File: src/rtl/muldiv_pkg.sv
// ---------------------------------------------------------------------------
// muldiv_pkg
// Shared types and constants for the RV32M multiply/divide sequencer.
//   XLEN_DEF  default operand/result width (also the iteration count)
//   op_e      funct3 encoding of the eight M-extension operations
//   state_e   sequencer states
// ---------------------------------------------------------------------------
package muldiv_pkg;

    localparam int XLEN_DEF = 32;

    typedef enum logic [2:0] {
        OP_MUL    = 3'b000,
        OP_MULH   = 3'b001,
        OP_MULHSU = 3'b010,
        OP_MULHU  = 3'b011,
        OP_DIV    = 3'b100,
        OP_DIVU   = 3'b101,
        OP_REM    = 3'b110,
        OP_REMU   = 3'b111
    } op_e;

    typedef enum logic [1:0] {
        ST_IDLE = 2'd0,
        ST_CALC = 2'd1,
        ST_DONE = 2'd2
    } state_e;

    // Divide and remainder ops share funct3[2] = 1.
    function automatic logic is_div_op(input op_e op);
        return op[2];
    endfunction

endpackage

File: src/rtl/muldiv_seq_ctrl_if.sv
// ---------------------------------------------------------------------------
// muldiv_seq_ctrl_if
// EX-stage request/response bundle between the pipeline and the M unit.
//   start   M-op valid in EX          funct3  operation select
//   rs1     operand A                 rs2     operand B
//   flush   EX-stage kill             stall   hold IF/ID/EX
//   done    one-cycle result valid    result  registered result
// master: pipeline side, slave: sequencer side.
// ---------------------------------------------------------------------------
interface muldiv_seq_ctrl_if
    import muldiv_pkg::*;
#(
    parameter int XLEN = XLEN_DEF
);
    logic            start;
    logic [2:0]      funct3;
    logic [XLEN-1:0] rs1;
    logic [XLEN-1:0] rs2;
    logic            flush;
    logic            stall;
    logic            done;
    logic [XLEN-1:0] result;

    modport master (
        output start, funct3, rs1, rs2, flush,
        input  stall, done, result
    );

    modport slave (
        input  start, funct3, rs1, rs2, flush,
        output stall, done, result
    );
endinterface

File: src/rtl/muldiv_step.sv
// ---------------------------------------------------------------------------
// muldiv_step
// One radix-2 iteration of the shared multiply/divide datapath (pure comb).
//   is_div_i  1: restoring-divide step, 0: shift-add multiply step
//   hi_i      product high word / partial remainder
//   lo_i      multiplier (shifting out) / dividend-quotient (shifting)
//   opnd_i    multiplicand / divisor
//   hi_o      next hi word
//   lo_o      next lo word
// ---------------------------------------------------------------------------
module muldiv_step
    import muldiv_pkg::*;
#(
    parameter int XLEN = XLEN_DEF
) (
    input  logic            is_div_i,
    input  logic [XLEN-1:0] hi_i,
    input  logic [XLEN-1:0] lo_i,
    input  logic [XLEN-1:0] opnd_i,
    output logic [XLEN-1:0] hi_o,
    output logic [XLEN-1:0] lo_o
);
    logic [XLEN:0]   sum;
    logic [XLEN:0]   shifted;
    logic [XLEN-1:0] diff;
    logic            q_bit;

    always_comb begin
        // Multiply: add multiplicand on the multiplier's LSB, keep the carry
        // so the 2*XLEN shift below never loses a bit.
        sum     = {1'b0, hi_i} + (lo_i[0] ? {1'b0, opnd_i} : '0);
        // Divide: bring the next dividend bit into the partial remainder.
        shifted = {hi_i, lo_i[XLEN-1]};
        q_bit   = (shifted >= {1'b0, opnd_i});
        // When q_bit is set the true difference is below the divisor, so the
        // low XLEN bits of the subtraction are exact.
        diff    = shifted[XLEN-1:0] - opnd_i;

        if (is_div_i) begin
            hi_o = q_bit ? diff : shifted[XLEN-1:0];
            lo_o = {lo_i[XLEN-2:0], q_bit};
        end else begin
            hi_o = sum[XLEN:1];
            lo_o = {sum[0], lo_i[XLEN-1:1]};
        end
    end
endmodule

File: src/rtl/muldiv_seq_ctrl.sv
// ---------------------------------------------------------------------------
// muldiv_seq_ctrl
// Multi-cycle sequencer for RV32M MUL/MULH/MULHSU/MULHU/DIV/DIVU/REM/REMU.
// Operands are made non-negative on entry, XLEN radix-2 steps run in CALC,
// and the sign is restored while the result is registered for DONE.
// Divide-by-zero and signed overflow bypass CALC entirely.
//   clk   rising-edge clock
//   rst   synchronous active-high reset
//   bus   muldiv_seq_ctrl_if slave (start/funct3/rs1/rs2/flush in,
//         stall/done/result out)
// ---------------------------------------------------------------------------
module muldiv_seq_ctrl
    import muldiv_pkg::*;
#(
    parameter int XLEN = XLEN_DEF
) (
    input  logic             clk,
    input  logic             rst,
    muldiv_seq_ctrl_if.slave bus
);
    localparam int              CNT_W   = $clog2(XLEN);
    localparam logic [XLEN-1:0] INT_MIN = {1'b1, {(XLEN-1){1'b0}}};

    state_e            state_q, state_d;
    op_e               op_q;
    logic              neg_q;
    logic [CNT_W-1:0]  cnt_q;
    logic [XLEN-1:0]   hi_q, lo_q, opnd_q, result_q;

    // ---- request decode (only meaningful in IDLE) ----
    op_e             op_in;
    logic            sign_a, sign_b, neg_in;
    logic [XLEN-1:0] abs_a, abs_b;
    logic            div_by_zero, div_ovf, special, accept;
    logic [XLEN-1:0] special_res;

    assign op_in = op_e'(bus.funct3);

    always_comb begin
        // NOTE: every always_comb output gets a default first so no path
        // leaves it unassigned and a latch is never inferred.
        sign_a      = 1'b0;
        sign_b      = 1'b0;
        special_res = '0;

        if (op_in inside {OP_MULH, OP_MULHSU, OP_DIV, OP_REM}) sign_a = bus.rs1[XLEN-1];
        if (op_in inside {OP_MULH, OP_DIV, OP_REM})            sign_b = bus.rs2[XLEN-1];

        abs_a  = sign_a ? -bus.rs1 : bus.rs1;
        abs_b  = sign_b ? -bus.rs2 : bus.rs2;
        // Remainder takes the dividend's sign; everything else the XOR.
        neg_in = (op_in == OP_REM) ? sign_a : (sign_a ^ sign_b);

        div_by_zero = is_div_op(op_in) && (bus.rs2 == '0);
        div_ovf     = (op_in inside {OP_DIV, OP_REM}) && (bus.rs1 == INT_MIN) && (bus.rs2 == '1);
        special     = div_by_zero || div_ovf;

        // funct3[1] separates REM/REMU from DIV/DIVU.
        if (div_by_zero) special_res = bus.funct3[1] ? bus.rs1 : '1;
        else             special_res = bus.funct3[1] ? '0 : INT_MIN;
    end

    assign accept = (state_q == ST_IDLE) && bus.start && !bus.flush;

    // ---- datapath step and sign fix-up ----
    logic [XLEN-1:0]   step_hi, step_lo;
    logic [2*XLEN-1:0] prod_fix;
    logic [XLEN-1:0]   fin_res;

    muldiv_step #(.XLEN(XLEN)) u_step (
        .is_div_i (is_div_op(op_q)),
        .hi_i     (hi_q),
        .lo_i     (lo_q),
        .opnd_i   (opnd_q),
        .hi_o     (step_hi),
        .lo_o     (step_lo)
    );

    // Fix-up works on the final step's outputs so the result can be
    // registered on the same edge that leaves CALC.
    always_comb begin
        prod_fix = neg_q ? -{step_hi, step_lo} : {step_hi, step_lo};
        case (op_q)
            OP_MUL:                       fin_res = prod_fix[XLEN-1:0];
            OP_MULH, OP_MULHSU, OP_MULHU: fin_res = prod_fix[2*XLEN-1:XLEN];
            OP_DIV, OP_DIVU:              fin_res = neg_q ? -step_lo : step_lo;
            default:                      fin_res = neg_q ? -step_hi : step_hi;
        endcase
    end

    // ---- FSM: state register ----
    always_ff @(posedge clk) begin
        // NOTE: sequential state uses non-blocking assignments so every
        // register samples pre-edge values regardless of statement order.
        if (rst) state_q <= ST_IDLE;
        else     state_q <= state_d;
    end

    // ---- FSM: next state ----
    always_comb begin
        state_d = state_q;
        case (state_q)
            ST_IDLE: if (accept) state_d = special ? ST_DONE : ST_CALC;
            ST_CALC: begin
                if (bus.flush)          state_d = ST_IDLE;
                else if (cnt_q == '0)   state_d = ST_DONE;
            end
            default: state_d = ST_IDLE;
        endcase
    end

    // ---- FSM: outputs ----
    always_comb begin
        bus.stall  = accept || (state_q == ST_CALC);
        bus.done   = (state_q == ST_DONE);
        bus.result = result_q;
    end

    // ---- datapath registers ----
    always_ff @(posedge clk) begin
        // NOTE: the datapath registers are reset as well, so a reset
        // mid-operation leaves no stale operands or result visible.
        if (rst) begin
            op_q     <= OP_MUL;
            neg_q    <= 1'b0;
            cnt_q    <= '0;
            hi_q     <= '0;
            lo_q     <= '0;
            opnd_q   <= '0;
            result_q <= '0;
        end else begin
            case (state_q)
                ST_IDLE: if (accept) begin
                    op_q  <= op_in;
                    neg_q <= neg_in;
                    cnt_q <= CNT_W'(XLEN - 1);
                    hi_q  <= '0;
                    // Divide shifts the dividend through lo; multiply shifts
                    // the multiplier through lo and adds the multiplicand.
                    if (is_div_op(op_in)) begin
                        lo_q   <= abs_a;
                        opnd_q <= abs_b;
                    end else begin
                        lo_q   <= abs_b;
                        opnd_q <= abs_a;
                    end
                    if (special) result_q <= special_res;
                end
                ST_CALC: if (!bus.flush) begin
                    hi_q  <= step_hi;
                    lo_q  <= step_lo;
                    cnt_q <= cnt_q - 1'b1;
                    if (cnt_q == '0) result_q <= fin_res;
                end
                default: ;
            endcase
        end
    end
endmodule

File: src/flat_wrapper.sv
// flat-port wrapper written by rule: the top's interface ports become plain ports
module muldiv_seq_ctrl_flat import muldiv_pkg::*;
#(
    parameter int XLEN = XLEN_DEF
)
  (clk, rst, bus_start, bus_funct3, bus_rs1, bus_rs2, bus_flush, bus_stall, bus_done, bus_result);
  muldiv_seq_ctrl_if #(.XLEN(XLEN)) bus_i ();
  input  logic clk;
  input  logic rst;
  input wire logic [$bits(bus_i.start)-1:0] bus_start;
  input wire logic [$bits(bus_i.funct3)-1:0] bus_funct3;
  input wire logic [$bits(bus_i.rs1)-1:0] bus_rs1;
  input wire logic [$bits(bus_i.rs2)-1:0] bus_rs2;
  input wire logic [$bits(bus_i.flush)-1:0] bus_flush;
  output wire logic [$bits(bus_i.stall)-1:0] bus_stall;
  output wire logic [$bits(bus_i.done)-1:0] bus_done;
  output wire logic [$bits(bus_i.result)-1:0] bus_result;
  assign bus_i.start = bus_start;
  assign bus_i.funct3 = bus_funct3;
  assign bus_i.rs1 = bus_rs1;
  assign bus_i.rs2 = bus_rs2;
  assign bus_i.flush = bus_flush;
  assign bus_stall = bus_i.stall;
  assign bus_done = bus_i.done;
  assign bus_result = bus_i.result;
  muldiv_seq_ctrl #(.XLEN(XLEN)) u_core (.clk(clk), .rst(rst), .bus(bus_i));
endmodule
File: config.mk
export PLATFORM = sky130hd
export DESIGN_NAME = muldiv_seq_ctrl_flat
export DESIGN_NICKNAME = d
export VERILOG_FILES = /design/src/rtl/muldiv_pkg.sv /design/src/rtl/muldiv_seq_ctrl_if.sv /design/src/rtl/muldiv_step.sv /design/src/rtl/muldiv_seq_ctrl.sv /design/src/flat_wrapper.sv
export SDC_FILE = /design/constraint.sdc
export NUM_CORES = 1
export LEC_CHECK = 0
export CELL_PAD_IN_SITES_DETAIL_PLACEMENT = 1
export CELL_PAD_IN_SITES_GLOBAL_PLACEMENT = 2
export CORE_AREA = 2 2 253 192
export DETAILED_ROUTE_END_ITERATION = 7
export DIE_AREA = 0 0 255 194
export PLACE_DENSITY = 0.81
export SYNTH_ARGS = -nofsm -noshare
export SYNTH_HDL_FRONTEND = slang
export SYNTH_SLANG_ARGS = --single-unit
File: constraint.sdc
create_clock -name clk -period 6.45 [get_ports clk]
set_input_delay 1.29 -clock clk [delete_from_list [all_inputs] [get_ports clk]]
set_output_delay 1.29 -clock clk [all_outputs]
set_load 0.005 [all_outputs]
=== Word-level counts from Yosys, hierarchy flattened ===
Cells that the tools add are included.
Widths: inputs -> output; s select.

* $add $sub $neg: 8
* Multiply operators: 0
* Div/mod/pow operators: 0
* Order comparisons: 1
* Eq/ne operators: 18
* Shifts and indexed selects: 0
* Mux-type cells: 37
* Bitwise logic cells: 1
* Reduce and logical (&&, ||, !) cells: 22

{| class="wikitable"
|+ Operator list
! kind !! count
|-
| $mux 32 || 21
|-
| $pmux 32 s2 || 3
|-
| $neg 32->32 || 4
|-
| $pmux 32 s3 || 1
|-
| $eq 32x32->1 const B || 2
|-
| $mux 64 || 1
|-
| $neg 64->64 || 1
|-
| $add 32x33->33 || 1
|-
| $ge 33x32->1 || 1
|-
| $logic_not 32->1 || 1
|-
| $sub 32x32->32 || 1
|-
| $eq 3x3->1 const B || 4
|-
| $mux 5 || 2
|-
| $pmux 5 s2 || 1
|-
| $eq 3x2->1 const B || 3
|-
| $mux 2 || 4
|-
| $eq 3x1->1 const B || 2
|-
| $ne 2x1->1 const B || 3
|-
| $logic_and 1x1->1 || 5
|-
| $logic_not 5->1 || 1
|-
| $reduce_and 5->1 || 1
|-
| $sub 5x1->5 const B || 1
|-
| $pmux 2 s2 || 1
|-
| $reduce_and 2->1 || 2
|-
| other kinds (16) || 20
|}

* Register bits: 139
* Bits in latches: 0
* RAM bits: 0
* Memory bits (read-only): 0
* Memories: 0

=== Logic depth before layout (Yosys ltp) ===
Gate-level depths: netlist (run 1).

* Depth after elaboration: 9
* Depth in mapped cells: 22

=== By module ===
Synthesis (run 1) repeated with hierarchy kept, for this count alone.

* Cell total of the unflattened synthesis: 2190
* Area, all modules: 15802.7 µm²

{| class="wikitable"
|+ Modules (own cells, without submodules)
! module !! instances !! cells an instance !! area an instance (µm²) !! seq. area each (µm²)
|-
| muldiv_seq_ctrl || 1 || 1485 || 10935.5 || 2782.7
|-
| muldiv_step || 1 || 705 || 4867.2 || 0.0
|}

=== Least setup slack after synthesis (run 1) ===
OpenSTA, ideal clock, no wires.

* Path type: reg2reg
* Start point: reg u_core.op_q[2]
* End point: reg u_core.result_q[26], in the netlist u_core.bus.result[26]
* Setup time: 0.116 ns
* Data arrival time: 4.773 ns
* Data required time: 6.334 ns
* Slack: 1.561 ns
* Stages on the path, launching flop included: 21
* Buffers on the path: 11
* Clock period less this slack: 4.889 ns
* Cell sequence: dfxtp_1 > buf_2 > buf_2 > buf_2 > buf_1 > buf_2 > buf_2 > buf_2 > buf_1 > clkbuf_1 > mux2i_1 > ha_1 > clkbuf_1 > nand2_1 > or4_1 > clkbuf_1 > nor2_1 > nand4_1 > mux2i_1 > o2111ai_1 > a31o_2

* Cells in the longest elaborated chain, start to end: 7
* Elaborated cells on any way between the ends: 20
* Those cells by class: 3 x add/sub; 5 x eq/ne; 9 x mux; 3 x reduce/logical

{| class="wikitable"
|+ Ends and longest elaborated chain
! element !! line !! text
|-
| start, declared || muldiv_seq_ctrl.sv:25 || <nowiki>op_e op_q;</nowiki>
|-
| start signal, assigned || muldiv_seq_ctrl.sv:134 || <nowiki>op_q <= op_in;</nowiki>
|-
| $mux 32 || muldiv_step.sv:39 || <nowiki>if (is_div_i) begin</nowiki>
|-
| $neg 64->64 (tied with other cells) || muldiv_seq_ctrl.sv:82 || <nowiki>prod_fix = neg_q ? -{step_hi, step_lo} : {step_hi, step_lo};</nowiki>
|-
| $mux 64 (tied with other cells) || muldiv_seq_ctrl.sv:82 ||
|-
| $pmux 32 s3 (*) || muldiv_seq_ctrl.sv:83 || <nowiki>case (op_q)</nowiki>
|-
| $mux 32 (*) || muldiv_seq_ctrl.sv:153 || <nowiki>if (cnt_q == '0) result_q <= fin_res;</nowiki>
|-
| $mux 32 (*) || muldiv_seq_ctrl.sv:149 || <nowiki>ST_CALC: if (!bus.flush) begin</nowiki>
|-
| $pmux 32 s2 (*) || muldiv_seq_ctrl.sv:132 || <nowiki>case (state_q)</nowiki>
|-
| end signal, assigned || muldiv_seq_ctrl.sv:147 || <nowiki>if (special) result_q <= special_res;</nowiki>
|-
| end signal, assigned || muldiv_seq_ctrl.sv:153 ||
|-
| end, declared || muldiv_seq_ctrl.sv:28 || <nowiki>logic [XLEN-1:0] hi_q, lo_q, opnd_q, result_q;</nowiki>
|}

Mark *: on every way between the ends. The rest lies on a longest branch, timed or not. The select of a mux whose other input is x is not followed.
A chain may end at the register's enable or synchronous reset.

=== Final worst setup path (run 1) ===
* Start point: reg u_core.opnd_q[30]
* End point: reg u_core.result_q[8], in the netlist u_core.bus.result[8]

* Cells in the longest elaborated chain, start to end: 9
* Elaborated cells on any way between the ends: 14
* Those cells by class: 3 x add/sub; 1 x order compare; 10 x mux

{| class="wikitable"
|+ Ends and longest elaborated chain
! element !! line !! text
|-
| start, declared || muldiv_seq_ctrl.sv:28 ||
|-
| start signal, assigned || muldiv_seq_ctrl.sv:142 || <nowiki>opnd_q <= abs_b;</nowiki>
|-
| start signal, assigned || muldiv_seq_ctrl.sv:145 || <nowiki>opnd_q <= abs_a;</nowiki>
|-
| $ge 33x32->1 (*) || muldiv_step.sv:34 || <nowiki>q_bit = (shifted >= {1'b0, opnd_i});</nowiki>
|-
| $mux 32 || muldiv_step.sv:40 || <nowiki>hi_o = q_bit ? diff : shifted[XLEN-1:0];</nowiki>
|-
| $mux 32 || muldiv_step.sv:39 ||
|-
| $neg 64->64 or $neg 32->32 (tied branches) || muldiv_seq_ctrl.sv:82, muldiv_seq_ctrl.sv:87 ||
|-
| $mux 64 or $mux 32 (tied branches) || muldiv_seq_ctrl.sv:82, muldiv_seq_ctrl.sv:87 ||
|-
| $pmux 32 s3 (*) || muldiv_seq_ctrl.sv:83 ||
|-
| $mux 32 (*) || muldiv_seq_ctrl.sv:153 ||
|-
| $mux 32 (*) || muldiv_seq_ctrl.sv:149 ||
|-
| $pmux 32 s2 (*) || muldiv_seq_ctrl.sv:132 ||
|}

Marks and branches as above.

==> results.ini, run 1 <==
[critical_path]
startpoint_type=flop
worstSetupPathType=reg -> reg
worstPathArrival_ps=6310
crit_fanout=21
end_kind=flop
worstPathRequired_ps=6770

[global_route]
grt_pass1_vias=18690
overflow=0
antenna_found_initial=3
grt_max_degree=75
grt_pass1_wl_mm=129
track_usage=0.349

[cts]
cts_max_level=4
clock_tree.root_cell=clkbuf_16
path_clk_slew_ps=80
insertion_delay_ps=470
cts_buffers=17
cts_hold_buffers=0
cts.path.max_buffers=2
clock-sinks=139
tritoncts=yes
post_cts_buffers=0
ctsResizeCount=0

[synth]
yosys_warnings=0
syn-num-nets=2471
synth.distinct_cells=102
avgSynthCellArea_sq_um=7.00
synthArstFlopShare=0
syn_area_sq_um=16300
synth-edff-count=0
syn_inst=2327
yosys_register_bits=139
ys_seq_area_frac=0.171
synthFlopType=dfxtp_1

[detailed_routing]
route.vias.total=19600
drt_iter0_markers=2232
wire_per_inst_um=28.8
routed_via_density=6.43
drtAntennaViolNets=0
firstDrtPassIters=5
routed_wl_mm=87.9
drc=0

[floorplan]
die_width_um=255
die_area_sq_um=49500
start_util=0.346
rows=69
io_pins=105
core_area_sq_um=47100
die_h_um=194

[pwr]
pwr-share-clk=0.293
switchingPower_mw=1.68
vdd_drop_max_mv=0.156
p_comb_frac=0.441
power.share.sequential=0.266
netSwitchingFraction=0.464
power.density_nw_per_um2=192
internal_power_mw=1.94
p_leak_nw=7.04

[sta]
rsz0062_at_grt=no
maxSlewViolCount=0
min_period_ps=5980
hold_slack_ps=473
fin_tns_setup_ps=0
skew_ps=17.2
relSlewSlack=0.0608
finalHoldViolCount=0
setup_violations=0
fin_crit_sh=0.928
fmax_mhz=167
worst_pin_slew_ps=1390

[layout]
fin_nets=2540
fillCellCount=5858
layout_common_cells=nor2_1 (271), a21oi_1 (213), nand2_1 (188)
area_delta_synth_final_pct=15.8
drive_gt1_frac=0.0959
layout_commonest_cell=nor2_1
postLayoutCoreUtil=0.401
final_area_sq_um=18900

[worst_hold_path]
hp-class=reg -> reg

[placement]
postPlaceCellArea_sq_um=18300
io_buffers=104
dp_hpwl_mm=69.4
gp_congestion=0.973

[outcome]
outcome=complete, no violations

[flow_run]
drv_cap=0

-- final timing paths --
kind / from / end / slack, ps / cells past startpoint
setup reg to reg: u_core.opnd_q[30]$_SDFFE_PP0P_ / u_core.bus.result[8]$_SDFFE_PP0P_ / 470 / 18
hold / removal: u_core.bus.result[1]$_SDFFE_PP0P_ / u_core.bus.result[1]$_SDFFE_PP0P_ / 470 / 2
hold reg to reg: u_core.bus.result[1]$_SDFFE_PP0P_ / u_core.bus.result[1]$_SDFFE_PP0P_ / 470 / 2
setup / recovery: u_core.opnd_q[30]$_SDFFE_PP0P_ / u_core.bus.result[8]$_SDFFE_PP0P_ / 470 / 18
-- cell usage after synthesis (all sizes together), types with 60 or more instances --
cell,number,area share
nor2,273,0.063
a21oi,215,0.066
nand2,188,0.043
o21ai,167,0.052
dfxtp,139,0.17
clkbuf,114,0.026
xnor2,87,0.047
nor3,75,0.024
inv,73,0.017
ha,71,0.055
xor2,61,0.033
a211oi,60,0.028
-- cell type report --
cell class	instances	area [sq um]	share of cell area
diodes	2	5.00	0.000265
clock buffers	17	425	0.0225
clock inverters	15	169	0.00895
inverters	76	285	0.0151
multi-input cells	1952	12600	0.666
flip-flops and latches	139	2790	0.148
well taps	639	800	0.0424
repair buffers	210	1830	0.0970
-- stage by stage --
| step | total power [mW] | instances | worst slack (ps) |
|---|---|---|---|
| 2_1_floorplan | 1.87 | 2327 | 1560 |
| 3_3_place_gp | 2.49 | 3016 | 741 |
| 3_5_place_dp | 2.51 | 3016 | 751 |
| 4_1_cts | 3.56 | 3048 | 744 |
| 5_1_grt | 3.74 | 3048 | 384 |
| 6_report | 3.62 | 3050 | 466 |
-- layer usage --
layer  track usage  share of wire
met1         0.522           0.47
met4        0.0925          0.025
met5             0              0
met3        0.0843           0.10
met2         0.490           0.41
-- logic make-up (layout without fill, tap and decap cells) --
group                    count (synthesis)  count (layout)  synth area share
AO/OA/AOI/OAI                          829             829             0.341
AND/OR/NAND/NOR                        844             844             0.254
buffers and inverters                  236             318            0.0604
multiplexers                            58              58            0.0372
flip-flops                             139             139             0.171
XOR/XNOR                               148             148            0.0795
adder cells (fa/ha/maj)                 73              73            0.0570
other                                    0               2                 0
-- power groups by stage --
stage	Sequential [mW]	Clock [mW]	Combinational [mW]
2_1_floorplan	0.947	0	0.924
3_3_place_gp	0.978	0	1.51
3_5_place_dp	0.980	0	1.53
4_1_cts	0.960	1.06	1.54
5_1_grt	0.968	1.10	1.68
6_report	0.964	1.06	1.60
-- registers in the layout, summed over array words and instances, names as in the netlist --
register           cells
u_core.opnd_q         32
u_core.hi_q           32
u_core.lo_q           32
u_core.neg_q           1
u_core.op_q            3
u_core.bus.result     32
u_core.cnt_q           5
u_core.state_q         2
-- critical path, cell delays in order (launching register included) --
cell	delay [ps]
dfxtp_1	580
inv_1	90
ha_1	390
nand3_1	220
or3_1	510
o2111a_1	680
buf_4	390
a31oi_4	170
a22oi_2	110
inv_1	190
ha_1	230
inv_1	80
or4_1	650
o31ai_1	290
nor2b_1	180
o21ai_0	160
a311oi_1	630
buf_4	220
nor3_1	40
Note: power is estimated with default switching activity, not from simulation.
==> run 2, diff against run 1 <==
--- a/config.mk
+++ b/config.mk
@@ -8,6 +8,7 @@
 export CELL_PAD_IN_SITES_DETAIL_PLACEMENT = 1
 export CELL_PAD_IN_SITES_GLOBAL_PLACEMENT = 2
 export CORE_AREA = 2 2 253 192
+export CTS_BUF_LIST = sky130_fd_sc_hd__clkbuf_8
 export DETAILED_ROUTE_END_ITERATION = 7
 export DIE_AREA = 0 0 255 194
 export PLACE_DENSITY = 0.81
==> results.ini, run 2 (synthesized netlist as in run 1, its figures left out) <==
[floorplan]
core_area_sq_um=47100
io_pins=105
rows=69
start_util=0.346
die_h_um=194
die_width_um=255
die_area_sq_um=49500

[cts]
path_clk_slew_ps=110
insertion_delay_ps=540
clock_tree.root_cell=clkbuf_8
cts.path.max_buffers=2
cts_buffers=17
cts_hold_buffers=0
post_cts_buffers=0
clock-sinks=139
ctsResizeCount=0
tritoncts=yes
cts_max_level=4

[layout]
multi_input_area_sq_um=12600
layout_common_cells=nor2_1 (271), a21oi_1 (213), nand2_1 (188)
drive_gt1_frac=0.0959
final_area_sq_um=18700
layout_commonest_cell=nor2_1
fin_cells=3051
fillCellCount=5891
area_delta_synth_final_pct=14.6
fin_nets=2540
regArea_sq_um=2790

[worst_hold_path]
hold_end=u_core.bus.result[1]$_SDFFE_PP0P_
whs_path_depth=2
hp-class=reg -> reg
worstHoldStart=u_core.bus.result[1]$_SDFFE_PP0P_

[flow_run]
drv_cap=0

[critical_path]
worstSetupPathType=reg -> reg
rrSetupSlack_ps=460
end_kind=flop
worstPathArrival_ps=6380
rr_worst_depth=18
startpoint_type=flop
crit_fanout=21
r2r-start=u_core.opnd_q[30]$_SDFFE_PP0P_
r2r-end=u_core.bus.result[8]$_SDFFE_PP0P_
worstPathRequired_ps=6850

[detailed_routing]
firstDrtPassIters=5
routed_wl_mm=87.8
route.vias.total=19509
drt_iter0_markers=2269
wire_per_inst_um=28.8
drtAntennaViolNets=0
routed_via_density=6.39
drc=0

[pwr]
total_power_mw=3.35
p_leak_nw=6.96
power.density_nw_per_um2=180
vdd_drop_max_mv=0.108

[global_route]
grt_max_degree=75
track_usage=0.348
overflow=0
grt_pass1_vias=18658
antenna_found_initial=5
grt_pass1_wl_mm=128

[sta]
finalHoldViolCount=0
rsz0062_at_grt=no
worst_pin_slew_ps=1290
fin_tns_setup_ps=0
fin_crit_sh=0.928
maxSlewViolCount=0
setup_violations=0
min_period_ps=5990
relSlewSlack=0.129
setup_ws_ps=462
fmax_mhz=167
skew_ps=29.0

[placement]
post-place-cells=3016
postPlaceCellArea_sq_um=18300
place_ws_ps=751
dp_hpwl_mm=69.4
io_buffers=104
gp_congestion=0.973

[outcome]
outcome=complete, no violations

==> run 2: final cells by class <==
type / count / share of cell area
tap: 639 / 0.0428
antenna: 3 / 0.000402
sequential: 139 / 0.149
multi-input combinational: 1952 / 0.673
inverter: 76 / 0.0153
clock inverter: 15 / 0.00904
clock buffer: 17 / 0.0125
timing repair buffer: 210 / 0.0979
==> run 2: worst max-delay path, cell delays in order (launching register included) <==
cell,delay (ps)
dfxtp_1,630
inv_1,90
ha_1,390
nand3_1,220
or3_1,510
o2111a_1,680
buf_4,390
a31oi_4,170
a22oi_2,110
inv_1,190
ha_1,230
inv_1,80
or4_1,650
o31ai_1,290
nor2b_1,170
o21ai_0,150
a311oi_1,600
buf_4,210
nor3_1,40
==> run 2: through the flow <==
step / util / hold WS (ps)
after floorplan: - / 440
after global placement: 0.388 / 454
after detailed placement: 0.388 / 457
after CTS: 0.397 / 472
after global routing: 0.397 / 517
final: 0.397 / 476
==> run 2: metal layers <==
metal | up-vias | wire [um] | GRT usage
met3 | 105 | 8750 | 0.0839
met5 | - | 8 | 0
li1 | 8822 | - | -
met4 | 2 | 2310 | 0.0959
met1 | 9712 | 41300 | 0.519
met2 | 868 | 35400 | 0.488
==> run 2: how the worst max path moves through the flow <==
stage / end / depth (start not counted) / from / slack, ps
after floorplan: u_core.bus.result[26]$_SDFFE_PP0P_ / 20 / u_core.op_q[2]$_SDFFE_PP0P_ / 1560
after global placement: u_core.bus.result[8]$_SDFFE_PP0P_ / 18 / u_core.opnd_q[30]$_SDFFE_PP0P_ / 740
after detailed placement: u_core.bus.result[8]$_SDFFE_PP0P_ / 18 / u_core.opnd_q[30]$_SDFFE_PP0P_ / 750
after global routing: u_core.bus.result[8]$_SDFFE_PP0P_ / 20 / u_core.opnd_q[12]$_SDFFE_PP0P_ / 360
after CTS: u_core.bus.result[8]$_SDFFE_PP0P_ / 18 / u_core.opnd_q[30]$_SDFFE_PP0P_ / 740
final: u_core.bus.result[8]$_SDFFE_PP0P_ / 18 / u_core.opnd_q[30]$_SDFFE_PP0P_ / 460
==> run 2: power by group <==
part | total [mW] | internal [mW] | switching (mW)
logic | 1.59 | 0.519 | 1.07
clock network | 0.797 | 0.293 | 0.503
registers | 0.965 | 0.901 | 0.0641
==> run 3, diff against run 2 <==
--- a/config.mk
+++ b/config.mk
@@ -5,6 +5,7 @@
 export SDC_FILE = /design/constraint.sdc
 export NUM_CORES = 1
 export LEC_CHECK = 0
+export CAP_MARGIN = 10
 export CELL_PAD_IN_SITES_DETAIL_PLACEMENT = 1
 export CELL_PAD_IN_SITES_GLOBAL_PLACEMENT = 2
 export CORE_AREA = 2 2 253 192
==> constraint.sdc (replaced) <==
create_clock -name clk -period 6.3 [get_ports clk]
set_input_delay 1.26 -clock clk [delete_from_list [all_inputs] [get_ports clk]]
set_output_delay 1.26 -clock clk [all_outputs]
set_load 0.005 [all_outputs]
==> results.ini, run 3 (synthesized netlist as in run 1, its figures left out) <==
[outcome]
outcome=complete, no violations

[critical_path]
startpoint_type=flop
worstPathRequired_ps=6690
worstSetupPathType=reg -> reg
worst_path_most_repeated_cell=inv_1
crit_fanout=17
worstPathArrival_ps=5910
cp_slowest_cell=or4_1
end_kind=flop
cp_cell_sequence=inv_1, ha_1, nand4_1, nor4b_1, nand3_1, o2111a_1, buf_4, a31oi_4, a22oi_2, buf_4, inv_1, ha_1, inv_1, or4_1, o31ai_1, nor2b_1, o21ai_0, a311oi_1, nor3_1
cp_slowest_stage_delay_ps=630
crit_cells=19
cpLargestDelayFamily=simple AND/OR/NAND/NOR gates
critPathBufInv=5
rr_worst_depth=19
r2r-start=u_core.opnd_q[25]$_SDFFE_PP0P_
r2r-end=u_core.bus.result[8]$_SDFFE_PP0P_
rrSetupSlack_ps=780

[floorplan]
die_h_um=194
die_width_um=255
io_pins=105
start_util=0.346
die_area_sq_um=49500
rows=69
core_area_sq_um=47100

[cts]
cts.path.max_buffers=2
cts_max_level=4
tritoncts=yes
clock_tree.root_cell=clkbuf_8
cts_buffers=17
clock-sinks=139
cts_hold_buffers=0
path_clk_slew_ps=110
post_cts_buffers=0
insertion_delay_ps=540
ctsResizeCount=0

[placement]
gp_congestion=0.994
post-place-cells=3005
place_ws_ps=658
postPlaceCellArea_sq_um=18200
dp_hpwl_mm=69.2
io_buffers=104

[worst_hold_path]
whs_path_depth=2
worstHoldStart=u_core.bus.result[1]$_SDFFE_PP0P_
hp-class=reg -> reg
hold_end=u_core.bus.result[1]$_SDFFE_PP0P_

[detailed_routing]
routed_via_density=6.42
drt_iter0_markers=2307
drc=0
route.vias.total=19512
firstDrtPassIters=6
routed_wl_mm=87.5
drtAntennaViolNets=0
wire_per_inst_um=28.8

[sta]
fin_tns_setup_ps=0
worst_pin_slew_ps=1010
skew_ps=27.6
finalHoldViolCount=0
min_period_ps=5520
setup_violations=0
maxSlewViolCount=0
setup_ws_ps=775
relSlewSlack=0.324
fin_crit_sh=0.877
fmax_mhz=181
rsz0062_at_grt=no

[pwr]
vdd_drop_max_mv=0.105
p_leak_nw=6.91
power.density_nw_per_um2=183

[layout]
layout_commonest_cell=nor2_1
area_delta_synth_final_pct=14.1
final_area_sq_um=18600
fillCellCount=5965
fin_nets=2530
drive_gt1_frac=0.0921
layout_common_cells=nor2_1 (271), a21oi_1 (213), nand2_1 (188)
fin_cells=3041
postLayoutCoreUtil=0.395

[global_route]
overflow=0
grt_pass1_vias=18547
antenna_found_initial=5
track_usage=0.349
grt_max_degree=74
grt_pass1_wl_mm=127

[flow_run]
drv_cap=0

[run 3: changes by cell type in the layout (fill, tap and decap cells not counted), sizes merged]
cell / previous run / this run
inv: 82 / 80
clkinvlp: 2 / 1
bufinv: 0 / 1
buf: 108 / 98
clkinv: 7 / 9
[run 3: area by class of cell]
cell class,count,area (sq um),area share
Antenna cell,3,7.51,0.000404
Clock inverter,15,155,0.00835
Clock buffer,17,234,0.0126
Inverter,76,285,0.0153
Timing Repair Buffer,200,1750,0.0943
Sequential cell,139,2790,0.150
Tap cell,639,800,0.0430
Multi-Input combinational cell,1952,12600,0.676
[run 3: worst reg2reg max path: stages, from the launching register on]
cell and delay [ps]:
dfxtp_1 410, inv_1 70, ha_1 470, nand4_1 330, nor4b_1 370, nand3_1 220, o2111a_1 440, buf_4 340
a31oi_4 170, a22oi_2 90, buf_4 200, inv_1 100, ha_1 190, inv_1 70, or4_1 630, o31ai_1 300
nor2b_1 200, o21ai_0 200, a311oi_1 510, nor3_1 80
[run 3: metrics by stage]
stage	total power, mW	hold WS, ps
final	3.40	459
after detailed placement	2.53	451
after global routing	3.53	506
after global placement	2.51	440
after floorplan	1.92	440
after CTS	3.34	465
[run 3: worst max-delay path by stage]
stage	start	to	slack [ps]
final	u_core.opnd_q[25]$_SDFFE_PP0P_	u_core.bus.result[8]$_SDFFE_PP0P_	780
after CTS	u_core.opnd_q[25]$_SDFFE_PP0P_	u_core.bus.result[8]$_SDFFE_PP0P_	970
after floorplan	u_core.op_q[2]$_SDFFE_PP0P_	u_core.bus.result[26]$_SDFFE_PP0P_	1410
after detailed placement	bus_rs2[9]	u_core.bus.result[30]$_SDFFE_PP0P_	660
after global placement	bus_rs2[9]	u_core.bus.result[17]$_SDFFE_PP0P_	830
after global routing	u_core.opnd_q[25]$_SDFFE_PP0P_	u_core.bus.result[8]$_SDFFE_PP0P_	430
[run 3: power breakdown]
part           switching, mW  internal [mW]
clock                  0.493          0.326
combinational           1.08          0.522
sequential            0.0646          0.922
[run 3: routing by layer]
metal / track usage / up-vias / share of wire / wire [um]
li1: - / 8779 / - / -
met1: 0.506 / 9712 / 0.46 / 40100
met2: 0.482 / 891 / 0.40 / 35100
met3: 0.121 / 126 / 0.11 / 10000
met4: 0.0886 / 4 / 0.026 / 2250
met5: 0 / - / 0.00031 / 27
